===== config.mk =====
export PLATFORM = sky130hd
export DESIGN_NAME = vga_fb_write_arbiter
export DESIGN_NICKNAME = d
export VERILOG_FILES = /design/src/rtl/vga_fb_write_arbiter.sv
export SDC_FILE = /design/constraint.sdc
export NUM_CORES = 1
export LEC_CHECK = 0
export BUFFER_PORTS_ARGS = -buffer_cell sky130_fd_sc_hd__clkbuf_2
export CAP_MARGIN = 20
export CORE_AREA = 2 2 98 77
export CTS_BUF_LIST = sky130_fd_sc_hd__clkbuf_8
export DETAILED_ROUTE_END_ITERATION = 12
export DIE_AREA = 0 0 100 79
export PLACE_DENSITY_LB_ADDON = 0.2
export SYNTH_ARGS = -nofsm -noshare
export SYNTH_HDL_FRONTEND = slang
export SYNTH_SLANG_ARGS = --single-unit

===== constraint.sdc =====
create_clock -name CLK -period 3 [get_ports CLK]
set_input_delay 0 -clock CLK [delete_from_list [all_inputs] [get_ports CLK]]
set_output_delay 0 -clock CLK [all_outputs]
set_load 0.005 [all_outputs]

===== src/rtl/vga_fb_write_arbiter.sv =====
// Write-port arbiter for the 80x60 VGA framebuffer: CPU pixel writes always win,
// and a rectangle-fill engine uses the port in every cycle the CPU leaves free.
module vga_fb_write_arbiter #(
    parameter int COLS = 80,
    parameter int ROWS = 60,
    parameter int XW   = 7,
    parameter int YW   = 6
) (
    input  logic             CLK,
    input  logic             RST,
    input  logic             CPU_WE,
    input  logic [XW+YW-1:0] CPU_WA,
    input  logic [7:0]       CPU_WD,
    input  logic             FILL_START,
    input  logic [XW-1:0]    FILL_X0,
    input  logic [YW-1:0]    FILL_Y0,
    input  logic [XW-1:0]    FILL_X1,
    input  logic [YW-1:0]    FILL_Y1,
    input  logic [7:0]       FILL_COLOR,
    output logic             FILL_BUSY,
    output logic             FILL_DONE,
    output logic             FB_WE,
    output logic [XW+YW-1:0] FB_WA,
    output logic [7:0]       FB_WD
);

    localparam logic [XW-1:0] X_MAX = XW'(COLS - 1);
    localparam logic [YW-1:0] Y_MAX = YW'(ROWS - 1);

    typedef enum logic [1:0] {
        S_IDLE,
        S_FILL,
        S_DONE
    } state_t;

    state_t             r_state, w_state_nxt;
    logic [XW-1:0]      r_x, w_x_nxt;
    logic [YW-1:0]      r_y, w_y_nxt;
    logic [XW-1:0]      r_x0, w_x0_nxt;
    logic [XW-1:0]      r_x1c, w_x1c_nxt;
    logic [YW-1:0]      r_y1c, w_y1c_nxt;
    logic [7:0]         r_color, w_color_nxt;
    logic               r_fb_we, w_fb_we_nxt;
    logic [XW+YW-1:0]   r_fb_wa, w_fb_wa_nxt;
    logic [7:0]         r_fb_wd, w_fb_wd_nxt;

    logic [XW-1:0]      w_x1_clamped;
    logic [YW-1:0]      w_y1_clamped;
    logic               w_last_pixel;

    assign w_x1_clamped = (FILL_X1 > X_MAX) ? X_MAX : FILL_X1;
    assign w_y1_clamped = (FILL_Y1 > Y_MAX) ? Y_MAX : FILL_Y1;
    assign w_last_pixel = (r_x == r_x1c) && (r_y == r_y1c);

    always_ff @(posedge CLK) begin
        if (RST) begin
            r_state <= S_IDLE;
            r_x     <= '0;
            r_y     <= '0;
            r_x0    <= '0;
            r_x1c   <= '0;
            r_y1c   <= '0;
            r_color <= '0;
            r_fb_we <= 1'b0;
            r_fb_wa <= '0;
            r_fb_wd <= '0;
        end else begin
            r_state <= w_state_nxt;
            r_x     <= w_x_nxt;
            r_y     <= w_y_nxt;
            r_x0    <= w_x0_nxt;
            r_x1c   <= w_x1c_nxt;
            r_y1c   <= w_y1c_nxt;
            r_color <= w_color_nxt;
            r_fb_we <= w_fb_we_nxt;
            r_fb_wa <= w_fb_wa_nxt;
            r_fb_wd <= w_fb_wd_nxt;
        end
    end

    always_comb begin
        w_state_nxt = r_state;
        w_x_nxt     = r_x;
        w_y_nxt     = r_y;
        w_x0_nxt    = r_x0;
        w_x1c_nxt   = r_x1c;
        w_y1c_nxt   = r_y1c;
        w_color_nxt = r_color;
        w_fb_we_nxt = 1'b0;
        w_fb_wa_nxt = r_fb_wa;
        w_fb_wd_nxt = r_fb_wd;

        // CPU owns the port whenever it strobes, regardless of fill state.
        if (CPU_WE) begin
            w_fb_we_nxt = 1'b1;
            w_fb_wa_nxt = CPU_WA;
            w_fb_wd_nxt = CPU_WD;
        end

        unique case (r_state)
            S_IDLE: begin
                if (FILL_START) begin
                    w_x0_nxt    = FILL_X0;
                    w_x1c_nxt   = w_x1_clamped;
                    w_y1c_nxt   = w_y1_clamped;
                    w_color_nxt = FILL_COLOR;
                    if ((FILL_X0 > w_x1_clamped) || (FILL_Y0 > w_y1_clamped)) begin
                        w_state_nxt = S_DONE;
                    end else begin
                        w_x_nxt     = FILL_X0;
                        w_y_nxt     = FILL_Y0;
                        w_state_nxt = S_FILL;
                    end
                end
            end
            S_FILL: begin
                if (!CPU_WE) begin
                    w_fb_we_nxt = 1'b1;
                    w_fb_wa_nxt = {r_y, r_x};
                    w_fb_wd_nxt = r_color;
                    // Counters hold on the final pixel so y never passes the clamped bottom row.
                    if (w_last_pixel) begin
                        w_state_nxt = S_DONE;
                    end else if (r_x == r_x1c) begin
                        w_x_nxt = r_x0;
                        w_y_nxt = r_y + YW'(1);
                    end else begin
                        w_x_nxt = r_x + XW'(1);
                    end
                end
            end
            S_DONE: begin
                w_state_nxt = S_IDLE;
            end
            default: begin
                w_state_nxt = S_IDLE;
            end
        endcase
    end

    assign FILL_BUSY = (r_state != S_IDLE);
    assign FILL_DONE = (r_state == S_DONE);
    assign FB_WE     = r_fb_we;
    assign FB_WA     = r_fb_wa;
    assign FB_WD     = r_fb_wd;

endmodule


==> flow_summary.toml, run 1 <==
[routing]
drt_first_pass_iters = 4
drtIter0Drc = 101
via_per_inst = 5.22
avgRoutedWirePerCell_microns = 13.4
wirelength_mm = 8.78
drt.antenna.violating_nets = 0
vias = 3413
route.detailed.drc = 0

[timing]
hold_viol_final = 0
worst_slew_pin_slew_ps = 998
grt_setup_unrepaired = "false"
fin_skew_ps = 8.87
hold_slack_ps = 16.6
post-route-min-period_ps = 2810
post-route-period-util = 0.936
relSlewSlack = 0.333
finalSetupTns_ps = 0
drv_slew = 0
fmaxAchievable_mhz = 356
finalSetupViolCount = 0

[synthesis]
yosysTopAreaCell = "dfxtp_1"
ys.flop_type = "dfxtp_1"
synth.top_cell.area_share = 0.385
yosysSeqAreaShare = 0.385
synth_common_cells = "nand2_1 (104), a21oi_1 (68), dfxtp_1 (65), nor2_1 (52), clkbuf_1 (28)"
syn_inst = 454
ys_async_sr_fraction = 0
synth_edf_count = 0
synthMostInstantiatedCell = "nand2_1"
synthTopCellsByArea = "dfxtp_1 (39%), nand2_1 (12%), a21oi_1 (10%), nor2_1 (5.8%), ha_1 (5.2%)"
synth_fp_nets = 527
synth_area_sq_mm = 0.00338
postSynthAreaPerCell_sq_um = 7.44
yosys_warnings = 0
synth.distinct_cells = 45
synth_seq_cells = 65

[cts]
clkLatencyLatePin_ps = 340
clockBufferDepth = 2
clk_pin_slew_ps = 70
cts_setup_buffers = 0
cts_buffers = 9
clkSinkCount = 65
h-tree-depth = 3
cts_tree = "yes"
cts-root-buf = "clkbuf_8"

[grt]
antenna_found_initial = 0
overflow = 0
grtUsageTotal = 0.232
grt_pass1_vias = 3151
grt_max_degree = 45
grt_pass1_wl_mm = 14.6

[layout]
drive_gt1_frac = 0.187
fill_cells = 663
final_nets = 635
stdcell_area_sq_mm = 0.00441
diodes = 0
syn_to_final_growth_pct = 30.4

[placed_design]
placed_area_sq_mm = 0.00381
portBuffers = 82
gp_congestion = 0.779
dp_hpwl_mm = 6.03

[pwr]
p_seq_frac = 0.452
power.switching_mw = 0.737
peakVddDrop_mv = 0.286
p_sw_frac = 0.322
p_int_mw = 1.55
p_total_mw = 2.29
leakagePower_nw = 1.92
p_clk_frac = 0.287
power_density_mw_per_mm2 = 520
pwr-share-comb = 0.262

[floorplan]
core_area_sq_mm = 0.00703
boundaryPins = 83
initial_core_util = 0.481
die_w_microns = 100
die_area_sq_mm = 0.00790
die_y_microns = 79
num_rows = 27

[critical_path]
timing.rr.start = "r_x[3]"
worstSetupEndpointType = "flop"
worst-setup-path-type = "input pin to flop"
critical_path.startpoint_type = "input pin"
max_stage_delay_ps = 520
critPathSlowestCell = "dlygate4sd3_1"
crit_fanout = 9
path_cells = "dlygate4sd3_1 > clkbuf_2 > nand4_1 > nor2b_1 > ha_1 > nor2b_1 > o21a_1 > a2111oi_1 > a2bb2oi_2 > o211a_1 > o21ai_0 > a32o_1"
worst_ep_arrival_time_ps = 3050
critical_path.most_common_cell = "nor2b_1"
cp-startpoint = "FILL_Y1[3]"
cp.required_ps = 3240

[outcome]
status = "completed"

[job]
maxCapViolCount = 0

[min_path]
min_from = "FILL_Y1[1]"
worstHoldPathType = "input pin to flop"
-- cells in the final DEF, fill, tap and decap left out, types with 9 or more instances in the layout --
| cell type | count |
|---|---|
| clkbuf_8 | 11 |
| dfxtp_1 | 65 |
| nand2_1 | 104 |
| clkbuf_2 | 82 |
| dlygate4sd3_1 | 42 |
| nor2_1 | 52 |
| xnor2_1 | 20 |
| nand3_1 | 9 |
| inv_1 | 15 |
| a21oi_1 | 68 |
| ha_1 | 14 |
-- power groups by stage --
stage | Sequential, mW | Combinational [mW] | Clock, mW
finish | 1.03 | 0.600 | 0.657
global route | 1.05 | 0.677 | 0.718
CTS | 1.03 | 0.600 | 0.672
detailed placement | 1.05 | 0.554 | 0
global placement | 1.05 | 0.541 | 0
floorplan | 1.02 | 0.419 | 0
-- worst max-delay path, delay by kind of cell --
| family | cells | cell delay, ps |
|---|---|---|
| AO/OA/AOI/OAI | 6 | 1600 |
| adder cells (fa/ha/maj) | 1 | 280 |
| buffers and inverters | 2 | 640 |
| AND/OR/NAND/NOR | 3 | 530 |
-- flip-flops by register name (all words and copies together) (netlist names) --
register	flops
FB_WA	13
FB_WD	8
r_color	8
r_x0	7
r_x1c	7
r_x	7
r_y1c	6
r_y	6
r_state	2
FB_WE	1
-- stage by stage --
stage	instances	setup WS, ps	util
floorplan	454	849	-
global placement	596	480	0.542
detailed placement	596	292	0.542
CTS	654	104	0.627
global route	654	23.0	0.627
finish	654	192	0.627
-- what timing repair did --
| item | 4_1_cts | 5_1_grt |
|---|---|---|
| gates resized for setup | 0 | 1 |
| endpoints found under the setup margin | 0 | 1 |
| hold buffers | 42 | 0 |
| endpoints found under the hold margin | 48 | 0 |
-- cells by family (layout without fill, tap and decap cells) --
logic type	Yosys count	count (layout)	share of synthesized area
AO/OA/AOI/OAI	109	109	0.196
XOR/XNOR	22	22	0.0570
adder cells (fa/ha/maj)	14	14	0.0518
buffers and inverters	46	159	0.0544
flip-flops	65	65	0.385
multiplexers	5	5	0.0148
AND/OR/NAND/NOR	193	193	0.241
-- path summary, 6_finish.rpt --
kind / end / slack (ps) / cells past startpoint
min reg2reg: r_x0[2] / 460 / 2
max: r_y[0] / 190 / 12
min: r_y1c[1] / 20 / 3
max reg2reg: r_y[0] / 780 / 7
-- layout make-up --
cell class | instances | area (sq um) | area share
clock inverters | 5 | 22.5 | 0.00511
repair buffers | 130 | 876 | 0.199
flip-flops and latches | 65 | 1300 | 0.295
multi-input cells | 343 | 1900 | 0.431
well taps | 87 | 109 | 0.0247
clock buffers | 11 | 151 | 0.0344
inverters | 13 | 48.8 | 0.0111
-- routing by layer --
| metal | part of all wire | GRT usage |
|---|---|---|
| met1 | 0.46 | 0.296 |
| met2 | 0.48 | 0.393 |
| met3 | 0.044 | 0.0634 |
| met4 | 0.0098 | 0.0548 |
| met5 | 0 | 0 |
Power figures use the tool's default switching activity.
==> run 2: changes to the inputs <==
--- a/config.mk
+++ b/config.mk
@@ -12,6 +12,7 @@
 export DETAILED_ROUTE_END_ITERATION = 12
 export DIE_AREA = 0 0 100 79
 export PLACE_DENSITY_LB_ADDON = 0.2
+export SETUP_SLACK_MARGIN = 0.4
 export SYNTH_ARGS = -nofsm -noshare
 export SYNTH_HDL_FRONTEND = slang
 export SYNTH_SLANG_ARGS = --single-unit
==> flow_summary.toml, run 2 (synthesized netlist as in run 1, its figures left out) <==
[outcome]
status = "completed"

[cts]
clockBufferDepth = 2
h-tree-depth = 3
cts_buffers = 9
clk_pin_slew_ps = 70
cts-root-buf = "clkbuf_8"
clkSinkCount = 65
cts_setup_buffers = 0
clkLatencyLatePin_ps = 340
cts_tree = "yes"

[grt]
grtUsageTotal = 0.234
grt_pass1_vias = 3167
grt_pass1_wl_mm = 14.7
antenna_found_initial = 0
grt_max_degree = 45
overflow = 0

[layout]
syn_to_final_growth_pct = 30.4
seq_area_sq_mm = 0.00130
largest_reg_flops = 13
fill_cells = 664
layout_commonest_cell = "nand2_1"
layout_common_cells = "nand2_1 (104), clkbuf_2 (82), a21oi_1 (68)"
fin_util = 0.627
multi_input_area_sq_mm = 0.00190
drive_gt1_frac = 0.189
final_nets = 635
diodes = 0

[min_path]
worstHoldPathType = "input pin to flop"
hold_path_end = "r_y1c[1]"
min_from = "FILL_Y1[1]"
holdPathStages = 3

[timing]
fin_skew_ps = 9.39
worst_slew_pin_slew_ps = 994
relSlewSlack = 0.336
finalSetupViolCount = 0
hold_viol_final = 0
finalSetupTns_ps = 0
fin_ws_ps = 581
grt_setup_unrepaired = "false"
hold_slack_ps = 14.7
fmaxAchievable_mhz = 413
post-route-period-util = 0.806
drv_slew = 0
post-route-min-period_ps = 2420

[placed_design]
dp_worst_setup_slack_ps = 292
portBuffers = 82
gp_congestion = 0.779
dp_hpwl_mm = 6.03

[critical_path]
cp_top_family = "compound AO/OA/AOI/OAI gates"
r2r_cells = 7
ff2ff_setup_slack_ps = 830
worst-path-buf-inv = 2
path_cells = "dlygate4sd3_1 > clkbuf_2 > ha_1 > and3_1 > o21a_1 > a2111oi_1 > a2bb2oi_2 > o211a_2 > o21ai_0 > a32o_1"
r2r_end = "r_y[0]"
cp.required_ps = 3230
worst-setup-path-type = "input pin to flop"
cp-startpoint = "FILL_Y0[3]"
worstSetupEndpointType = "flop"
worst_ep_arrival_time_ps = 2650
critical_path.startpoint_type = "input pin"
critPathSlowestCell = "dlygate4sd3_1"
timing.rr.start = "r_x[3]"
max_stage_delay_ps = 540
crit_fanout = 9

[floorplan]
num_rows = 27
die_area_sq_mm = 0.00790
boundaryPins = 83
die_y_microns = 79
core_area_sq_mm = 0.00703
initial_core_util = 0.481
die_w_microns = 100

[pwr]
pwr-share-comb = 0.262
power.switching_mw = 0.737
leakagePower_nw = 1.91
peakVddDrop_mv = 0.287
p_sw_frac = 0.322
power_density_mw_per_mm2 = 520
p_clk_frac = 0.286
p_int_mw = 1.55
p_seq_frac = 0.452

[routing]
via_per_inst = 5.22
drt_first_pass_iters = 4
drtIter0Drc = 100
vias = 3417
route.detailed.drc = 0
avgRoutedWirePerCell_microns = 13.4
drt.antenna.violating_nets = 0
wirelength_mm = 8.79

[job]
maxCapViolCount = 0
## run 2: cell types whose count changed in the layout (fill, tap and decap cells not counted)
cell	delta
o211a_1	-1
o211a_2	+1
## run 2: worst max path at each step
stage,slack [ps],cells past startpoint,endpoint
after global placement,480,11,r_y[0]
after detailed placement,290,11,r_y[0]
after CTS,450,10,r_y[0]
after global routing,460,10,r_y[0]
final,580,10,r_y[0]
after floorplan,850,11,r_y[0]
## run 2: cell type report
class | count | area share
multi-input cells | 343 | 0.431
flip-flops and latches | 65 | 0.295
repair buffers | 130 | 0.199
clock buffers | 11 | 0.0344
well taps | 87 | 0.0247
inverters | 13 | 0.0111
clock inverters | 5 | 0.00511
## run 2: routing by layer
metal  GRT usage  wire (microns)
met1       0.299            4020
met4      0.0575              80
met2       0.393            4290
met5           0               0
met3      0.0651             393
## run 2: per-stage QoR
stage          cells  area [sq um]  power [mW]
2_1_floorplan    454          3380        1.44
3_3_place_gp     596          3810        1.59
3_5_place_dp     596          3810        1.61
4_1_cts          654          4410        2.31
5_1_grt          654          4410        2.44
6_report         654          4410        2.29
## run 2: timing repair
action / 4_1_cts / 5_1_grt
endpoints found under the hold margin: 48 / 0
hold buffers: 42 / 0
setup endpoints to repair: 0 / 2
gates resized for setup: 0 / 2
## run 2: power by group through the flow
stage,registers (mW),clock network (mW),logic [mW]
2_1_floorplan,1.02,0,0.419
3_5_place_dp,1.05,0,0.554
3_3_place_gp,1.05,0,0.541
5_1_grt,1.05,0.718,0.678
4_1_cts,1.03,0.672,0.600
6_report,1.03,0.656,0.601
## run 2: worst register-to-register path, stage by stage, from the launching register on
cell and delay, ps:
dfxtp_1 460, xnor2_1 150, nand4_1 140, or2_1 450, nand2_1 150, o211a_2 310, o21ai_0 120, a32o_1 260
==> run 3: changes to the inputs <==
==> constraint.sdc (replaced) <==
create_clock -name CLK -period 2.4 [get_ports CLK]
set_input_delay 0 -clock CLK [delete_from_list [all_inputs] [get_ports CLK]]
set_output_delay 0 -clock CLK [all_outputs]
set_load 0.005 [all_outputs]
==> flow_summary.toml, run 3 (synthesized netlist as in run 1, its figures left out) <==
[outcome]
status = "complete, but fails checks"
violations = "negative hold slack"

[placed_design]
gp_congestion = 0.841
dp_hpwl_mm = 6.16
portBuffers = 82

[timing]
relSlewSlack = 0.442
drv_slew = 0
hold_slack_ps = -8.52
post-route-min-period_ps = 2070
grt_setup_unrepaired = "true"
finalSetupViolCount = 0
worst_slew_pin_slew_ps = 837
fin_skew_ps = 5.01
hold_viol_final = 1
fmaxAchievable_mhz = 484
finalSetupTns_ps = 0
post-route-period-util = 0.861

[cts]
cts-root-buf = "clkbuf_8"
cts_tree = "yes"
clkSinkCount = 65
cts_buffers = 9
clockBufferDepth = 2
h-tree-depth = 3
clk_pin_slew_ps = 70
clkLatencyLatePin_ps = 340

[pwr]
p_clk_frac = 0.302
p_int_mw = 2.11
p_sw_frac = 0.312
pwr-share-comb = 0.273
power.switching_mw = 0.954
power_density_mw_per_mm2 = 655
leakagePower_nw = 2.01
p_seq_frac = 0.425
peakVddDrop_mv = 0.358

[critical_path]
timing.rr.start = "r_x[6]"
worst_ep_arrival_time_ps = 2320
path_cells = "buf_8 > o21a_4 > nor2_4 > ha_4 > a221o_1 > a311o_1 > a2bb2oi_4 > nor2_2 > or4b_1 > a21oi_1"
max_stage_delay_ps = 520
worstSetupEndpointType = "flop"
worst-setup-path-type = "input pin to flop"
cp.required_ps = 2650
worst-path-buf-inv = 1
crit_fanout = 3
cp-startpoint = "FILL_X1[4]"
cp_top_family = "compound AO/OA/AOI/OAI gates"
critical_path.startpoint_type = "input pin"
critPathSlowestCell = "or4b_1"

[layout]
diodes = 0
fin_util = 0.665
final_nets = 645
layout_common_cells = "nand2_1 (104), clkbuf_2 (76), a21oi_1 (68)"
layout_commonest_cell = "nand2_1"
largest_reg_flops = 13
drive_gt1_frac = 0.222
syn_to_final_growth_pct = 38.4

[floorplan]
initial_core_util = 0.481
die_w_microns = 100
num_rows = 27
core_area_sq_mm = 0.00703
die_y_microns = 79
boundaryPins = 83
die_area_sq_mm = 0.00790

[routing]
avgRoutedWirePerCell_microns = 14.3
vias = 3513
drt_first_pass_iters = 4
wirelength_mm = 9.49
via_per_inst = 5.30
route.detailed.drc = 0
drt.antenna.violating_nets = 0
drtIter0Drc = 138

[grt]
antenna_found_initial = 0
grt_pass1_wl_mm = 15.3
grt_max_degree = 45
grt_pass1_vias = 3336
overflow = 0
grtUsageTotal = 0.244

[min_path]
min_from = "FILL_X1[3]"
worstHoldPathType = "input pin to flop"

[job]
maxCapViolCount = 0
-- run 3: path summary, 6_finish.rpt --
kind,end,slack (ps),depth (start not counted)
setup reg to reg,r_y[2],500,8
hold reg to reg,r_color[3],460,2
setup / recovery,r_state[0],330,10
hold / removal,r_x1c[3],-9,3
-- run 3: worst register-to-register path, stage by stage (launching register included) --
cell and delay [ps]:
dfxtp_1 430, xnor2_1 160, nand4_1 180, nor4_2 360
nor2_1 140, o211a_1 170, buf_6 150, mux2i_1 150
nor2_1 50
-- run 3: area by class of cell --
type | instances | area [sq um]
inverters | 13 | 48.8
multi-input cells | 343 | 2000
clock inverters | 4 | 43.8
well taps | 87 | 109
clock buffers | 11 | 151
repair buffers | 140 | 1020
fillers | 641 | 2350
flip-flops and latches | 65 | 1310
-- run 3: power groups by stage --
| stage | sequential, mW | clock, mW | combinational (mW) |
|---|---|---|---|
| after global routing | 1.32 | 1.00 | 0.937 |
| after floorplan | 1.28 | 0 | 0.530 |
| final | 1.30 | 0.924 | 0.836 |
| after global placement | 1.32 | 0 | 0.705 |
| after CTS | 1.30 | 0.945 | 0.781 |
| after detailed placement | 1.32 | 0 | 0.719 |
-- run 3: what timing repair did --
| action | CTS | global route |
|---|---|---|
| endpoints found under the setup margin | 0 | 14 |
| hold endpoints to repair | 50 | 1 |
| gates resized for setup | 0 | 36 |
| hold buffers | 44 | 1 |
| buffers inserted | 0 | 1 |
-- run 3: routing by layer --
layer / wire, microns / track usage
met5: 0 / 0
met4: 133 / 0.0589
met3: 452 / 0.0669
met2: 4690 / 0.420
met1: 4220 / 0.305
-- run 3: per-stage QoR --
step                      instances  total power, mW  setup slack [ps]  area [sq um]  hold WS [ps]
after floorplan                 454             1.81               355          3390           136
after global placement          602             2.02               131          3870           228
after detailed placement        602             2.04              66.2          3870           231
after CTS                       661             3.02               434          4510          2.88
after global routing            663             3.25               301          4680         0.694
final                           663             3.06               332          4680         -8.52
